<file path="src/rtl/alu_bist_pkg.sv">
// Shared types and constants for the ALU BIST controller.
package alu_bist_pkg;

  typedef enum logic [2:0] {
    IDLE  = 3'd0,
    LOAD  = 3'd1,
    DRIVE = 3'd2,
    WAIT  = 3'd3,
    CHECK = 3'd4,
    DONE  = 3'd5
  } state_t;

  localparam logic [31:0] LFSR_POLY = 32'h80200003;
  localparam int          ERR_CNT_W = 16;

  localparam logic [2:0] ALOP_C0 = 3'b000;
  localparam logic [2:0] ALOP_C1 = 3'b001;
  localparam logic [2:0] ALOP_C2 = 3'b010;
  localparam logic [2:0] ALOP_C3 = 3'b011;
  localparam logic [2:0] ALOP_C4 = 3'b100;
  localparam logic [2:0] ALOP_C5 = 3'b101;
  localparam logic [2:0] ALOP_C6 = 3'b110;

  // One step of the right-shifting Galois LFSR (x^32+x^22+x^2+x+1).
  function automatic logic [31:0] lfsr_step(input logic [31:0] s);
    return (s >> 1) ^ (s[0] ? LFSR_POLY : 32'h0);
  endfunction

endpackage

</file>
<file path="src/rtl/alu_bist_if.sv">
// Operand/result bus between the BIST controller (master) and the ALU (slave).
interface alu_bist_if #(parameter int W = 32);
  logic [W-1:0] a;
  logic [W-1:0] b;
  logic         c_in;
  logic [2:0]   ALOP;
  logic [W-1:0] R0;
  logic [W-1:0] R0_verify;

  modport master (output a, b, c_in, ALOP, input R0, R0_verify);
  modport slave  (input a, b, c_in, ALOP, output R0, R0_verify);
endinterface

</file>
<file path="src/rtl/alu_bist_lfsr.sv">
// 32-bit Galois LFSR; load restarts from SEED, adv steps twice (one operand pair).
module alu_bist_lfsr
  import alu_bist_pkg::*;
#(
  parameter logic [31:0] SEED = 32'h00000001
) (
  input  logic        clk,
  input  logic        rst,
  input  logic        load,
  input  logic        adv,
  output logic [31:0] state,
  output logic [31:0] state_nxt
);

  assign state_nxt = lfsr_step(state);

  always_ff @(posedge clk or posedge rst) begin
    if (rst)       state <= SEED;
    else if (load) state <= SEED;
    else if (adv)  state <= lfsr_step(state_nxt);
  end

endmodule

</file>
<file path="src/rtl/alu_bist_ctrl.sv">
// ALU BIST: LFSR operands, full ALOP sweep, R0 vs R0_verify compare with error count.
// Define ALU_BIST_LOG_EN to capture the first failing vector into err_*.
module alu_bist_ctrl
  import alu_bist_pkg::*;
#(
  parameter int          W          = 32,
  parameter int          N_VEC      = 16,
  parameter int          NUM_OPS    = 7,
  parameter int          RESULT_LAT = 1,
  parameter logic [31:0] SEED       = 32'h00000001
) (
  input  logic                 clk,
  input  logic                 rst,
  input  logic                 start,
  alu_bist_if.master           alu,
  output logic                 busy,
  output logic                 done,
  output logic                 pass,
  output logic [ERR_CNT_W-1:0] err_count,
  output logic [W-1:0]         err_a,
  output logic [W-1:0]         err_b,
  output logic [2:0]           err_op,
  output logic                 err_cin,
  output logic                 err_valid
);

  localparam logic [2:0]  OP_LAST  = 3'(NUM_OPS - 1);
  localparam logic [15:0] VEC_LAST = 16'(N_VEC - 1);
  localparam logic [3:0]  WAIT_LD  = 4'(RESULT_LAT - 1);

  state_t                 state;
  logic [2:0]             op;
  logic [15:0]            vec;
  logic [3:0]             wcnt;
  logic [31:0]            lfsr_s, lfsr_s1;
  logic                   run_start, mism;
  logic [ERR_CNT_W-1:0]   cnt_nxt;

  assign run_start = start && (state == IDLE || state == DONE);
  assign mism      = (alu.R0 != alu.R0_verify);
  assign cnt_nxt   = (mism && err_count != '1) ? err_count + 1'b1 : err_count;

  alu_bist_lfsr #(.SEED(SEED)) u_lfsr (
    .clk       (clk),
    .rst       (rst),
    .load      (run_start),
    .adv       (state == LOAD),
    .state     (lfsr_s),
    .state_nxt (lfsr_s1)
  );

  always_ff @(posedge clk or posedge rst) begin
    if (rst) begin
      state     <= IDLE;
      op        <= '0;
      vec       <= '0;
      wcnt      <= '0;
      alu.a     <= '0;
      alu.b     <= '0;
      alu.c_in  <= 1'b0;
      alu.ALOP  <= '0;
      busy      <= 1'b0;
      done      <= 1'b0;
      pass      <= 1'b0;
      err_count <= '0;
    end else begin
      case (state)
        IDLE, DONE: if (start) begin
          err_count <= '0;
          op        <= '0;
          vec       <= '0;
          busy      <= 1'b1;
          done      <= 1'b0;
          pass      <= 1'b0;
          state     <= LOAD;
        end
        LOAD: begin
          alu.a    <= lfsr_s[W-1:0];
          alu.b    <= lfsr_s1[W-1:0];
          alu.c_in <= lfsr_s[31];
          state    <= DRIVE;
        end
        DRIVE: begin
          alu.ALOP <= op;
          if (RESULT_LAT == 0) state <= CHECK;
          else begin
            wcnt  <= WAIT_LD;
            state <= WAIT;
          end
        end
        WAIT: begin
          if (wcnt == 4'd0) state <= CHECK;
          else              wcnt  <= wcnt - 4'd1;
        end
        CHECK: begin
          err_count <= cnt_nxt;
          if (op != OP_LAST) begin
            op    <= op + 3'd1;
            state <= DRIVE;
          end else if (vec != VEC_LAST) begin
            vec   <= vec + 16'd1;
            op    <= '0;
            state <= LOAD;
          end else begin
            // pass must reflect a mismatch seen in this final CHECK too
            busy  <= 1'b0;
            done  <= 1'b1;
            pass  <= (cnt_nxt == '0);
            state <= DONE;
          end
        end
        default: state <= IDLE;
      endcase
    end
  end

`ifdef ALU_BIST_LOG_EN
  always_ff @(posedge clk or posedge rst) begin
    if (rst || run_start) begin
      err_a     <= '0;
      err_b     <= '0;
      err_op    <= '0;
      err_cin   <= 1'b0;
      err_valid <= 1'b0;
    end else if (state == CHECK && mism && !err_valid) begin
      err_a     <= alu.a;
      err_b     <= alu.b;
      err_op    <= op;
      err_cin   <= alu.c_in;
      err_valid <= 1'b1;
    end
  end
`else
  assign err_a     = '0;
  assign err_b     = '0;
  assign err_op    = '0;
  assign err_cin   = 1'b0;
  assign err_valid = 1'b0;
`endif

endmodule
</file>
<file path="src/flat_wrapper.sv">
// flat-port wrapper written by rule: the top's interface ports become plain ports
module alu_bist_ctrl_flat import alu_bist_pkg::*;
#(
  parameter int          W          = 32,
  parameter int          N_VEC      = 16,
  parameter int          NUM_OPS    = 7,
  parameter int          RESULT_LAT = 1,
  parameter logic [31:0] SEED       = 32'h00000001
)
  (clk, rst, start, busy, done, pass, err_count, err_a, err_b, err_op, err_cin, err_valid, alu_a, alu_b, alu_c_in, alu_ALOP, alu_R0, alu_R0_verify);
  alu_bist_if #(.W(W)) alu_i ();
  input  logic clk;
  input  logic rst;
  input  logic start;
  output logic busy;
  output logic done;
  output logic pass;
  output logic [ERR_CNT_W-1:0] err_count;
  output logic [W-1:0] err_a;
  output logic [W-1:0] err_b;
  output logic [2:0] err_op;
  output logic err_cin;
  output logic err_valid;
  output wire logic [$bits(alu_i.a)-1:0] alu_a;
  output wire logic [$bits(alu_i.b)-1:0] alu_b;
  output wire logic [$bits(alu_i.c_in)-1:0] alu_c_in;
  output wire logic [$bits(alu_i.ALOP)-1:0] alu_ALOP;
  input wire logic [$bits(alu_i.R0)-1:0] alu_R0;
  input wire logic [$bits(alu_i.R0_verify)-1:0] alu_R0_verify;
  assign alu_a = alu_i.a;
  assign alu_b = alu_i.b;
  assign alu_c_in = alu_i.c_in;
  assign alu_ALOP = alu_i.ALOP;
  assign alu_i.R0 = alu_R0;
  assign alu_i.R0_verify = alu_R0_verify;
  alu_bist_ctrl #(.W(W), .N_VEC(N_VEC), .NUM_OPS(NUM_OPS), .RESULT_LAT(RESULT_LAT), .SEED(SEED)) u_core (.clk(clk), .rst(rst), .start(start), .alu(alu_i), .busy(busy), .done(done), .pass(pass), .err_count(err_count), .err_a(err_a), .err_b(err_b), .err_op(err_op), .err_cin(err_cin), .err_valid(err_valid));
endmodule
</file>
<file path="config.mk">
export PLATFORM = sky130hd
export DESIGN_NAME = alu_bist_ctrl_flat
export DESIGN_NICKNAME = d
export VERILOG_FILES = /design/src/rtl/alu_bist_pkg.sv /design/src/rtl/alu_bist_if.sv /design/src/rtl/alu_bist_lfsr.sv /design/src/rtl/alu_bist_ctrl.sv /design/src/flat_wrapper.sv
export SDC_FILE = /design/constraint.sdc
export NUM_CORES = 1
export LEC_CHECK = 0
export BUFFER_PORTS_ARGS = -buffer_cell sky130_fd_sc_hd__buf_2
export CORE_AREA = 2 2 94 133
export DETAILED_ROUTE_END_ITERATION = 12
export DIE_AREA = 0 0 96 135
export GPL_TIMING_DRIVEN = 0
export PLACE_DENSITY_LB_ADDON = 0.3
export SLEW_MARGIN = 15
export SYNTH_ARGS = -nofsm -noshare
export SYNTH_HDL_FRONTEND = slang
export SYNTH_SLANG_ARGS = --single-unit
</file>
<file path="constraint.sdc">
create_clock -name clk -period 7.33 [get_ports clk]
set_input_delay 0.733 -clock clk [delete_from_list [all_inputs] [get_ports clk]]
set_output_delay 0.733 -clock clk [all_outputs]
set_load 0.05 [all_outputs]
</file>
==> impl_metrics.json <==
{
  "synth_flop_cell": "dfrtp_1",
  "maxSlewHeadroom": 0.481,
  "synth-seq-area-share": 0.453,
  "cts_sinks": 115,
  "avgSynthCellArea_um2": 8.97,
  "cp_data_arrival_time_ps": 3520,
  "post-route-min-period_ps": 3190,
  "instances_no_fill": 1111,
  "n_fill_cell": 905,
  "finalWirelength_mm": 14.9,
  "worstSkewPairLatency_ps": 410,
  "fin_skew_ps": 6.04,
  "finalCritPeriodShare": 0.436,
  "via_count": 5552,
  "path_max_fanout": 10,
  "ctsRootBufferMaster": "clkbuf_16",
  "drt_iter0_drc": 378,
  "finalNetCount": 1021,
  "syn_area_um2": 6360,
  "cp_top_family": "simple AND/OR/NAND/NOR gates",
  "rrSetupSlack_ps": 4140,
  "yosysMostFrequentCell": "nand2_1",
  "hold_path.class": "primary input to asynchronous set/reset pin",
  "drv_cap": 0,
  "die_x_um": 96,
  "setup_viol": 0,
  "yosys-top-cells-count": "nand2_1 (159), dfrtp_1 (114), buf_4 (99)",
  "cp_cell_sequence": "ha_1 > clkbuf_1 > nand3_1 > nor4_1 > nor2_1 > mux2i_1 > a2111o_1 > o31ai_2",
  "track_usage": 0.237,
  "area_growth_pct": 30.4,
  "placed_cell_area_um2": 7600,
  "htreeDepth": 4,
  "grt_max_degree": 81,
  "synth_top_area_share": 0.448,
  "cp.depth": 8,
  "cts_tree": "yes",
  "syn_inst": 709,
  "critPathLaunchType": "flip-flop",
  "grt_antenna_before_repair": 0,
  "cp.required_ps": 7650,
  "worst_slack_ps": 4140,
  "ys.warnings.count": 0,
  "start_util": 0.544,
  "power.static_leakage_nw": 4.21,
  "dpl.hpwl_mm": 10.6,
  "fmaxAchievable_ghz": 0.313,
  "final_cell_area_um2": 8290,
  "drive_above_1_share": 0.318,
  "pin_count": 223,
  "drt-pass1-iter-count": 8,
  "dieArea_um2": 13000,
  "wl_per_cell_um": 13.4,
  "synth_edf_count": 0,
  "status": "complete, no violations",
  "post_cts_buffers": 0,
  "ys_ff_latch": 115,
  "power_density_nw_per_um2": 211,
  "finalMaxSlewViolations": 0,
  "dp_cells": 1078,
  "worstMarginPinSlew_ps": 772,
  "post_cts_resized": 0,
  "ir_worst_vdd_v": 0.000156,
  "rows": 47,
  "cts.clk_slew.worst_paths_ps": 60,
  "core-area_um2": 11700,
  "ant_nets": 0,
  "yosys-top-cells-area": "dfrtp_1 (45%), buf_4 (12%), nand2_1 (9.4%)",
  "hold_violations": 0,
  "portBuffers": 153,
  "critical-path-slowest-cell": "nor4_1",
  "worstReg2RegStart": "u_core.err_count[0]",
  "path_class": "flip-flop to flip-flop",
  "grt_pass1_vias": 5261,
  "grt-ovfl-total": 0,
  "synth_cell_types": 58,
  "timing.setup.tns_ps": 0,
  "path_buf_inv": 1,
  "numCtsBuffers": 17,
  "worst_setup_path_end_kind": "flip-flop",
  "cpPeakStageDelay_ps": 710,
  "rsz0062_at_grt": "no",
  "place_ws_ps": 4110,
  "rr_endpoint": "u_core.pass",
  "reg2reg_depth": 8,
  "ys_async_sr_fraction": 1.00,
  "hold_buffers": 0,
  "die_h_um": 135,
  "gp_congestion": 0.915,
  "vias_per_cell": 5.00,
  "drc": 0,
  "yosysTopAreaCell": "dfrtp_1",
  "clk_path_buf_depth": 2,
  "grt_pass1_wl_mm": 24.2
}
-- registers in the layout, summed over array words and instances (netlist names) --
| register | flops |
|---|---|
| u_core.err_count | 16 |
| u_core.op | 3 |
| u_core.alu.ALOP | 3 |
| u_core.state | 3 |
| u_core.vec | 16 |
| u_core.wcnt | 4 |
| u_core.alu.b | 31 |
| u_core.busy | 1 |
| u_core.alu.a | 4 |
| u_core.pass | 1 |
| u_core.u_lfsr.state | 32 |
| u_core.done | 1 |
-- cell usage in the layout (no fill, tap or decap), drive strengths merged, types with 2 or more instances in the layout --
master	n
buf	258
nand2	159
dfrtp	114
conb	69
xor2	46
clkbuf	45
nor2	42
a21oi	40
o21ai	31
nand3	18
xnor2	15
nor4	14
nand4	11
nor3	8
inv	8
and3	6
bufinv	6
o31ai	6
mux2i	5
o211ai	5
nand2b	4
mux2	4
ha	4
o21a	3
nand3b	3
a31oi	3
or3	3
clkinvlp	3
o31a	3
nor4b	2
or2	2
and2	2
a211o	2
nor3b	2
or4	2
clkinv	2
-- cells by family (layout without fill, tap and decap cells) --
group	count (synthesis)	count (layout)	share of synthesized area
XOR/XNOR	61	61	0.0840
buffers and inverters	136	322	0.140
AO/OA/AOI/OAI	103	103	0.101
AND/OR/NAND/NOR	280	280	0.199
adder cells (fa/ha/maj)	4	4	0.00787
multiplexers	9	9	0.0149
flip-flops	115	115	0.453
other	1	70	0.000590
-- per-stage QoR --
step	util	power [W]	hold slack [ps]
CTS	0.708	0.00176	309
global route	0.708	0.00180	321
global placement	0.647	0.000798	456
floorplan	-	0.000773	452
detailed placement	0.649	0.000800	462
finish	0.709	0.00175	301
-- report_power, final --
| group | switching (W) | internal [W] | total, W |
|---|---|---|---|
| combinational | 0.000107 | 0.0000473 | 0.000155 |
| sequential | 0.0000000000133 | 0.000635 | 0.000635 |
| clock | 0.000299 | 0.000665 | 0.000964 |
-- routing by layer --
metal / routed length [um] / vias up / global-route usage
met5: 0 / - / 0
met4: 357 / 0 / 0.0929
met3: 873 / 35 / 0.0558
met2: 8000 / 220 / 0.419
met1: 5710 / 2591 / 0.271
li1: - / 2706 / -
-- area by class of cell --
class | count | area (um^2) | share of cell area
clock buffers | 20 | 467 | 0.0563
inverters | 7 | 31.3 | 0.00377
clock inverters | 12 | 225 | 0.0272
repair buffers | 154 | 793 | 0.0957
multi-input cells | 526 | 2840 | 0.343
diodes | 1 | 2.50 | 0.000302
plain buffers | 129 | 867 | 0.105
well taps | 147 | 184 | 0.0222
flip-flops and latches | 115 | 2880 | 0.347
-- how the worst max path moves through the flow --
stage                              from                   to  slack [ps]
floorplan                           rst   u_core.alu.ALOP[0]        3550
global placement                    rst  u_core.err_count[3]        2300
detailed placement    alu_R0_verify[16]          u_core.pass        4110
CTS                 u_core.err_count[0]          u_core.pass        4170
global route        u_core.err_count[0]          u_core.pass        3920
finish              u_core.err_count[0]          u_core.pass        4140
Power figures use the tool's default switching activity.
